### config.mk
export PLATFORM = sky130hd
export DESIGN_NAME = mux_n_stream_flat
export DESIGN_NICKNAME = d
export VERILOG_FILES = /design/src/rtl/mux_n_stream_if.sv /design/src/rtl/mux_n_stream.sv /design/src/flat_wrapper.sv
export SDC_FILE = /design/constraint.sdc
export NUM_CORES = 1
export LEC_CHECK = 0
export ABC_AREA = 1
export CORE_MARGIN = 4
export CORE_UTILIZATION = 33
export DETAILED_ROUTE_END_ITERATION = 6
export PLACE_DENSITY = 0.79
export SYNTH_ARGS = -nofsm -noshare
export SYNTH_HDL_FRONTEND = slang
export SYNTH_SLANG_ARGS = --single-unit
export TNS_END_PERCENT = 1
### constraint.sdc
create_clock -name clk -period 4.7 [get_ports clk]
set_clock_uncertainty 0.2 [all_clocks]
set_input_delay 0.94 -clock clk [delete_from_list [all_inputs] [get_ports clk]]
set_output_delay 0.94 -clock clk [all_outputs]
set_load 0.03 [all_outputs]
### src/rtl/mux_n_stream_if.sv
// Stream bundle for mux_n_stream: NUM_CH valid/ready inputs, one registered valid/ready output,
// plus the mode/select controls that steer the grant.
interface mux_n_stream_if #(
   parameter int WIDTH  = 64,
   parameter int NUM_CH = 4
);
   localparam int SEL_W = $clog2(NUM_CH);

   logic                     mode;
   logic [SEL_W-1:0]         sel;
   logic [NUM_CH-1:0]        in_valid;
   logic [NUM_CH*WIDTH-1:0]  in_data;
   logic [NUM_CH-1:0]        in_ready;
   logic                     out_valid;
   logic [WIDTH-1:0]         out_data;
   logic [SEL_W-1:0]         out_ch;
   logic                     out_ready;

   // master drives the inputs and consumes the output stream; slave is the mux itself
   modport master (
      output mode, sel, in_valid, in_data, out_ready,
      input  in_ready, out_valid, out_data, out_ch
   );

   modport slave (
      input  mode, sel, in_valid, in_data, out_ready,
      output in_ready, out_valid, out_data, out_ch
   );
endinterface

### src/rtl/mux_n_stream.sv
// N-channel registered stream mux with explicit-select or round-robin grant and one output stage.
// Define MUX_N_STREAM_CNT_EN to add saturating per-channel transfer counters (clr_cnt/grant_cnt).
module mux_n_stream #(
   parameter int WIDTH  = 64,
   parameter int NUM_CH = 4
) (
   input  logic                 clk,
   input  logic                 reset,
`ifdef MUX_N_STREAM_CNT_EN
   input  logic                 clr_cnt,
   output logic [NUM_CH*16-1:0] grant_cnt,
`endif
   mux_n_stream_if.slave        bus
);
   localparam int SEL_W = $clog2(NUM_CH);

   logic [SEL_W-1:0]  rr_last;
   logic [SEL_W-1:0]  grant;
   logic              grant_hit;
   logic              load;
   logic              xfer;
   logic [WIDTH-1:0]  grant_data;
   logic [NUM_CH-1:0] in_ready_w;
   int                best_dist;

   logic              out_valid_q;
   logic [WIDTH-1:0]  out_data_q;
   logic [SEL_W-1:0]  out_ch_q;

   // Distance of channel c from the round-robin start point rr_last+1 (0 = highest priority).
   function automatic int rr_dist(input int c, input logic [SEL_W-1:0] last);
      return (c - int'(last) - 1 + NUM_CH) % NUM_CH;
   endfunction

   assign load = ~out_valid_q | bus.out_ready;

   // NOTE: every signal written here gets a default first, so no path can leave it unassigned
   // and infer a latch.
   always_comb begin
      grant     = '0;
      grant_hit = 1'b0;
      best_dist = NUM_CH;
      if (!bus.mode) begin
         for (int c = 0; c < NUM_CH; c++) begin
            if (bus.sel == SEL_W'(c) && bus.in_valid[c]) begin
               grant     = SEL_W'(c);
               grant_hit = 1'b1;
            end
         end
      end else begin
         for (int c = 0; c < NUM_CH; c++) begin
            if (bus.in_valid[c] && rr_dist(c, rr_last) < best_dist) begin
               best_dist = rr_dist(c, rr_last);
               grant     = SEL_W'(c);
               grant_hit = 1'b1;
            end
         end
      end
   end

   // Reset gates in_ready so nothing is accepted while the output stage is held in reset.
   always_comb begin
      in_ready_w = '0;
      grant_data = '0;
      for (int c = 0; c < NUM_CH; c++) begin
         if (grant == SEL_W'(c)) begin
            in_ready_w[c] = reset & load & grant_hit;
            grant_data    = bus.in_data[c*WIDTH +: WIDTH];
         end
      end
   end

   assign xfer = |in_ready_w;

   // NOTE: state registers use non-blocking assignments so every flop samples pre-edge values.
   always_ff @(posedge clk or negedge reset) begin
      if (!reset) begin
         out_valid_q <= 1'b0;
         out_data_q  <= '0;
         out_ch_q    <= '0;
         rr_last     <= SEL_W'(NUM_CH - 1);
      end else begin
         if (xfer) begin
            out_valid_q <= 1'b1;
            out_data_q  <= grant_data;
            out_ch_q    <= grant;
            if (bus.mode) rr_last <= grant;
         end else if (bus.out_ready) begin
            out_valid_q <= 1'b0;
         end
      end
   end

   assign bus.in_ready  = in_ready_w;
   assign bus.out_valid = out_valid_q;
   assign bus.out_data  = out_data_q;
   assign bus.out_ch    = out_ch_q;

`ifdef MUX_N_STREAM_CNT_EN
   logic [15:0] cnt [NUM_CH];

   // NOTE: the counter array is a few flops per channel, not a RAM, so every entry is reset.
   always_ff @(posedge clk or negedge reset) begin
      if (!reset) begin
         for (int c = 0; c < NUM_CH; c++) cnt[c] <= '0;
      end else if (clr_cnt) begin
         for (int c = 0; c < NUM_CH; c++) cnt[c] <= '0;
      end else begin
         for (int c = 0; c < NUM_CH; c++) begin
            if (xfer && grant == SEL_W'(c) && cnt[c] != 16'hFFFF) cnt[c] <= cnt[c] + 16'd1;
         end
      end
   end

   always_comb begin
      grant_cnt = '0;
      for (int c = 0; c < NUM_CH; c++) grant_cnt[c*16 +: 16] = cnt[c];
   end
`endif
endmodule

### src/flat_wrapper.sv
// flat-port wrapper written by rule: the top's interface ports become plain ports
module mux_n_stream_flat 
#(
   parameter int WIDTH  = 64,
   parameter int NUM_CH = 4
)
  (clk, reset, bus_mode, bus_sel, bus_in_valid, bus_in_data, bus_out_ready, bus_in_ready, bus_out_valid, bus_out_data, bus_out_ch);
  mux_n_stream_if #(.WIDTH(WIDTH), .NUM_CH(NUM_CH)) bus_i ();
  input  logic clk;
  input  logic reset;
  input wire logic [$bits(bus_i.mode)-1:0] bus_mode;
  input wire logic [$bits(bus_i.sel)-1:0] bus_sel;
  input wire logic [$bits(bus_i.in_valid)-1:0] bus_in_valid;
  input wire logic [$bits(bus_i.in_data)-1:0] bus_in_data;
  input wire logic [$bits(bus_i.out_ready)-1:0] bus_out_ready;
  output wire logic [$bits(bus_i.in_ready)-1:0] bus_in_ready;
  output wire logic [$bits(bus_i.out_valid)-1:0] bus_out_valid;
  output wire logic [$bits(bus_i.out_data)-1:0] bus_out_data;
  output wire logic [$bits(bus_i.out_ch)-1:0] bus_out_ch;
  assign bus_i.mode = bus_mode;
  assign bus_i.sel = bus_sel;
  assign bus_i.in_valid = bus_in_valid;
  assign bus_i.in_data = bus_in_data;
  assign bus_i.out_ready = bus_out_ready;
  assign bus_in_ready = bus_i.in_ready;
  assign bus_out_valid = bus_i.out_valid;
  assign bus_out_data = bus_i.out_data;
  assign bus_out_ch = bus_i.out_ch;
  mux_n_stream #(.WIDTH(WIDTH), .NUM_CH(NUM_CH)) u_core (.clk(clk), .reset(reset), .bus(bus_i));
endmodule
==> flow_summary_export.csv <==
group,metric,value,unit
floorplanning,dieArea,17400,µm²
pwr,power_switching,0.00261,W
sta,finalHoldViolCount,0,
sta,fin_ws,-60.2,ps
logic_synthesis,netlist_area,5080,µm²
detailed_routing,final_antenna_net_count,0,
logic_synthesis,ys_top_cells_by_count,"nand2_1 (241), nand3_1 (159), nor2_1 (141), dfrtp_1 (67), nand4_1 (38)",
logic_synthesis,ys_ff_latch,69,
logic_synthesis,synth.net_count,1066,
cells_and_area,fin_area,9020,µm²
floorplanning,fp.dieH,132,µm
global_route,grt_max_degree,71,
floorplanning,placeableCoreArea,15100,µm²
logic_synthesis,ys_seq_area_share,34.0,%
floorplanning,die_x,132,µm
pwr,p_sw_share,48.0,%
pwr,vdd_drop_max,329,µV
logic_synthesis,syn_inst,792,
sta,period_share,101,%
logic_synthesis,yosys_warnings,0,
global_route,antenna_found_initial,0,
sta,max_clock_freq,210,MHz
global_route,grt_pass1_wl,32900,µm
detailed_routing,first_pass_iters,6,
status,failed_checks,"negative setup slack",
logic_synthesis,synth.most_common_cell,"nand2_1",
placed_design,post-place-ws,-428,ps
pwr,p_seq_share,19.2,%
cells_and_area,syn2layout_area_growth,77.7,%
cts,h-tree-depth,3,
sta,fin_hold_ws,278,ps
cells_and_area,drive_gt1_share,7.15,%
cts,root_buffer,"clkbuf_16",
floorplanning,pin_count,337,
worst_setup_path,path_max_fanout,5,
floorplanning,rows,45,
cts,clockBufferDepth,2,
hold_path,worstHoldPathType,"reg -> reg",
cts,clock_latency,330,ps
pwr,p_leak,3.98,nW
logic_synthesis,avgSynthCellArea,6.41,µm²
status,outcome,"finished with violations",
cts,cts-hold-fix-buffers,0,
floorplanning,initial_core_util,33.5,%
cts,clock-sinks,69,
cts,cts_tree,"built",
detailed_routing,wl_per_cell,16.3,µm
global_route,overflow,0,
pwr,p_int,0.00282,W
worst_setup_path,worstSetupStartpointType,"flip-flop",
sta,min_period,4760,ps
logic_synthesis,synth.distinct_cells,30,
logic_synthesis,synth_edf_count,0,
worst_setup_path,end_kind,"primary output",
logic_synthesis,synthTopCellsByArea,"dfrtp_1 (33%), nand2_1 (18%), nand3_1 (16%)",
pwr,totalPowerFinal,0.00543,W
logic_synthesis,synth_ff_type,"dfrtp_1",
cts,clk_pin_slew,50,ps
sta,rsz0062_at_grt,"yes",
placed_design,dpl_cell_area,8610,µm²
placed_design,place_hpwl,16200,µm
logic_synthesis,yosysTopAreaCellShare,33.0,%
sta,worst_pin_slew,921,ps
placed_design,portBuffers,336,
pwr,p_per_area,602,nW/µm²
worst_setup_path,crit_required,3560,ps
pwr,clockPowerShare,14.1,%
sta,setup_viol_count_final,3,
logic_synthesis,async_reset_ff_share,100,%
detailed_routing,drc,0,
pwr,comb_power_share,66.7,%
cells_and_area,diodes,0,
sta,finalSetupTns,-144,ps
detailed_routing,first_iter_violations,433,
detailed_routing,routed_wirelength,21300,µm
cts,cts_buffers,9,
worst_setup_path,criticalPathCategory,"reg -> out",
logic_synthesis,yosys.area.top_type,"dfrtp_1",
global_route,grt_pass1_vias,6172,
cells_and_area,layout.nets,1389,
sta,slew_headroom,38.6,%
run,maxCapViolations,0,
detailed_routing,drt-vias-per-instance,4.93,
sta,drv_slew,0,
detailed_routing,vias,6450,
placed_design,gp_congestion,0.884,
worst_setup_path,crit_arrival,3620,ps
global_route,track_usage,23.5,%
sequential cells by signal, indices dropped and copies added (netlist names):
| name | count |
|---|---|
| u_core.bus.out_valid | 1 |
| u_core.rr_last | 2 |
| u_core.bus.out_ch | 2 |
| u_core.bus.out_data | 64 |
through the flow:
stage / cells / utilization, %
detailed placement: 1288 / 56.9
global route: 1307 / 59.6
floorplan: 792 / -
global placement: 1288 / 56.9
finish: 1307 / 59.6
CTS: 1306 / 59.5
path summary, 6_finish.rpt:
path                       slack, ps  cells after the start                     from                       to
hold / removal                   280                      2  u_core.bus.out_data[53]  u_core.bus.out_data[53]
setup reg to reg                 450                     24        u_core.rr_last[1]  u_core.bus.out_data[52]
min in group asynchronous        670                      2                    reset  u_core.bus.out_data[27]
hold reg to reg                  280                      2  u_core.bus.out_data[53]  u_core.bus.out_data[53]
setup / recovery                 -60                     23        u_core.rr_last[1]          bus_in_ready[0]
max in group asynchronous       3030                      2                    reset  u_core.bus.out_data[40]
placed cells by master, fill, tap and decap left out, types with 2 or more instances in the layout:
master / n
ha_1: 7
clkbuf_8: 3
dfrtp_1: 67
nand2_1: 240
clkdlybuf4s50_1: 329
o21ai_1: 15
nand4_1: 38
clkbuf_16: 9
buf_4: 31
inv_4: 2
inv_1: 29
nor2_1: 137
nand3_1: 158
inv_2: 5
nand2_2: 3
nor2_2: 3
dfstp_2: 2
buf_12: 6
bufinv_16: 2
o21ai_0: 11
nand2_4: 3
dlygate4sd2_1: 2
power groups by stage:
stage	registers, W	clock network [W]	logic [W]
after floorplan	0.00161	0	0.00163
after global placement	0.00104	0	0.00349
after detailed placement	0.00105	0	0.00354
after CTS	0.00104	0.000781	0.00362
after global routing	0.00108	0.000812	0.00392
final	0.00104	0.000763	0.00362
layer usage:
layer	track usage, %	up-vias	share of wire (%)
met3	6.22	43	7.6
met2	41.3	269	50
li1	-	3219	-
met5	0	-	0
met4	7.64	0	2.9
met1	27.9	2919	39
worst max-delay path, stage by stage (launching register included):
cell and delay, ps:
dfstp_2 550, inv_2 60, ha_4 260, xor2_2 190, o21ai_1 130, o21ai_1 100
ha_1 300, nand2_1 70, nand2_1 50, nand2_1 50, nand2_1 40, nand2_1 50
nand2_1 70, nand2_1 60, o21ai_1 70, ha_1 290, nand2_1 80, nand2_1 60
nand2_2 90, nand3_2 90, a21oi_4 230, inv_2 90, nor3_2 120, buf_4 180
cells by family after synthesis:
group                    count (synthesis)  share of synthesized area (%)
flip-flops                              69                           34.0
XOR/XNOR                                 1                          0.172
AND/OR/NAND/NOR                        590                           50.6
AO/OA/AOI/OAI                           30                           3.15
adder cells (fa/ha/maj)                  8                           1.97
buffers and inverters                   93                           9.95
other                                    1                         0.0738
final cells by class:
type	count	area, µm²
Fill cell	1429	6120
Sequential cell	69	1730
Timing Repair Buffer	369	3670
Multi-Input combinational cell	630	2910
Clock inverter	3	67.6
Clock buffer	12	267
Tap cell	188	235
Inverter	36	140
timing repair:
item / CTS / global route
pin swaps: 4 / 4
resized for setup: 16 / 2
setup endpoints to repair: 4 / 4
buffers inserted: 3 / 1
(Power assumes the default switching activity.)
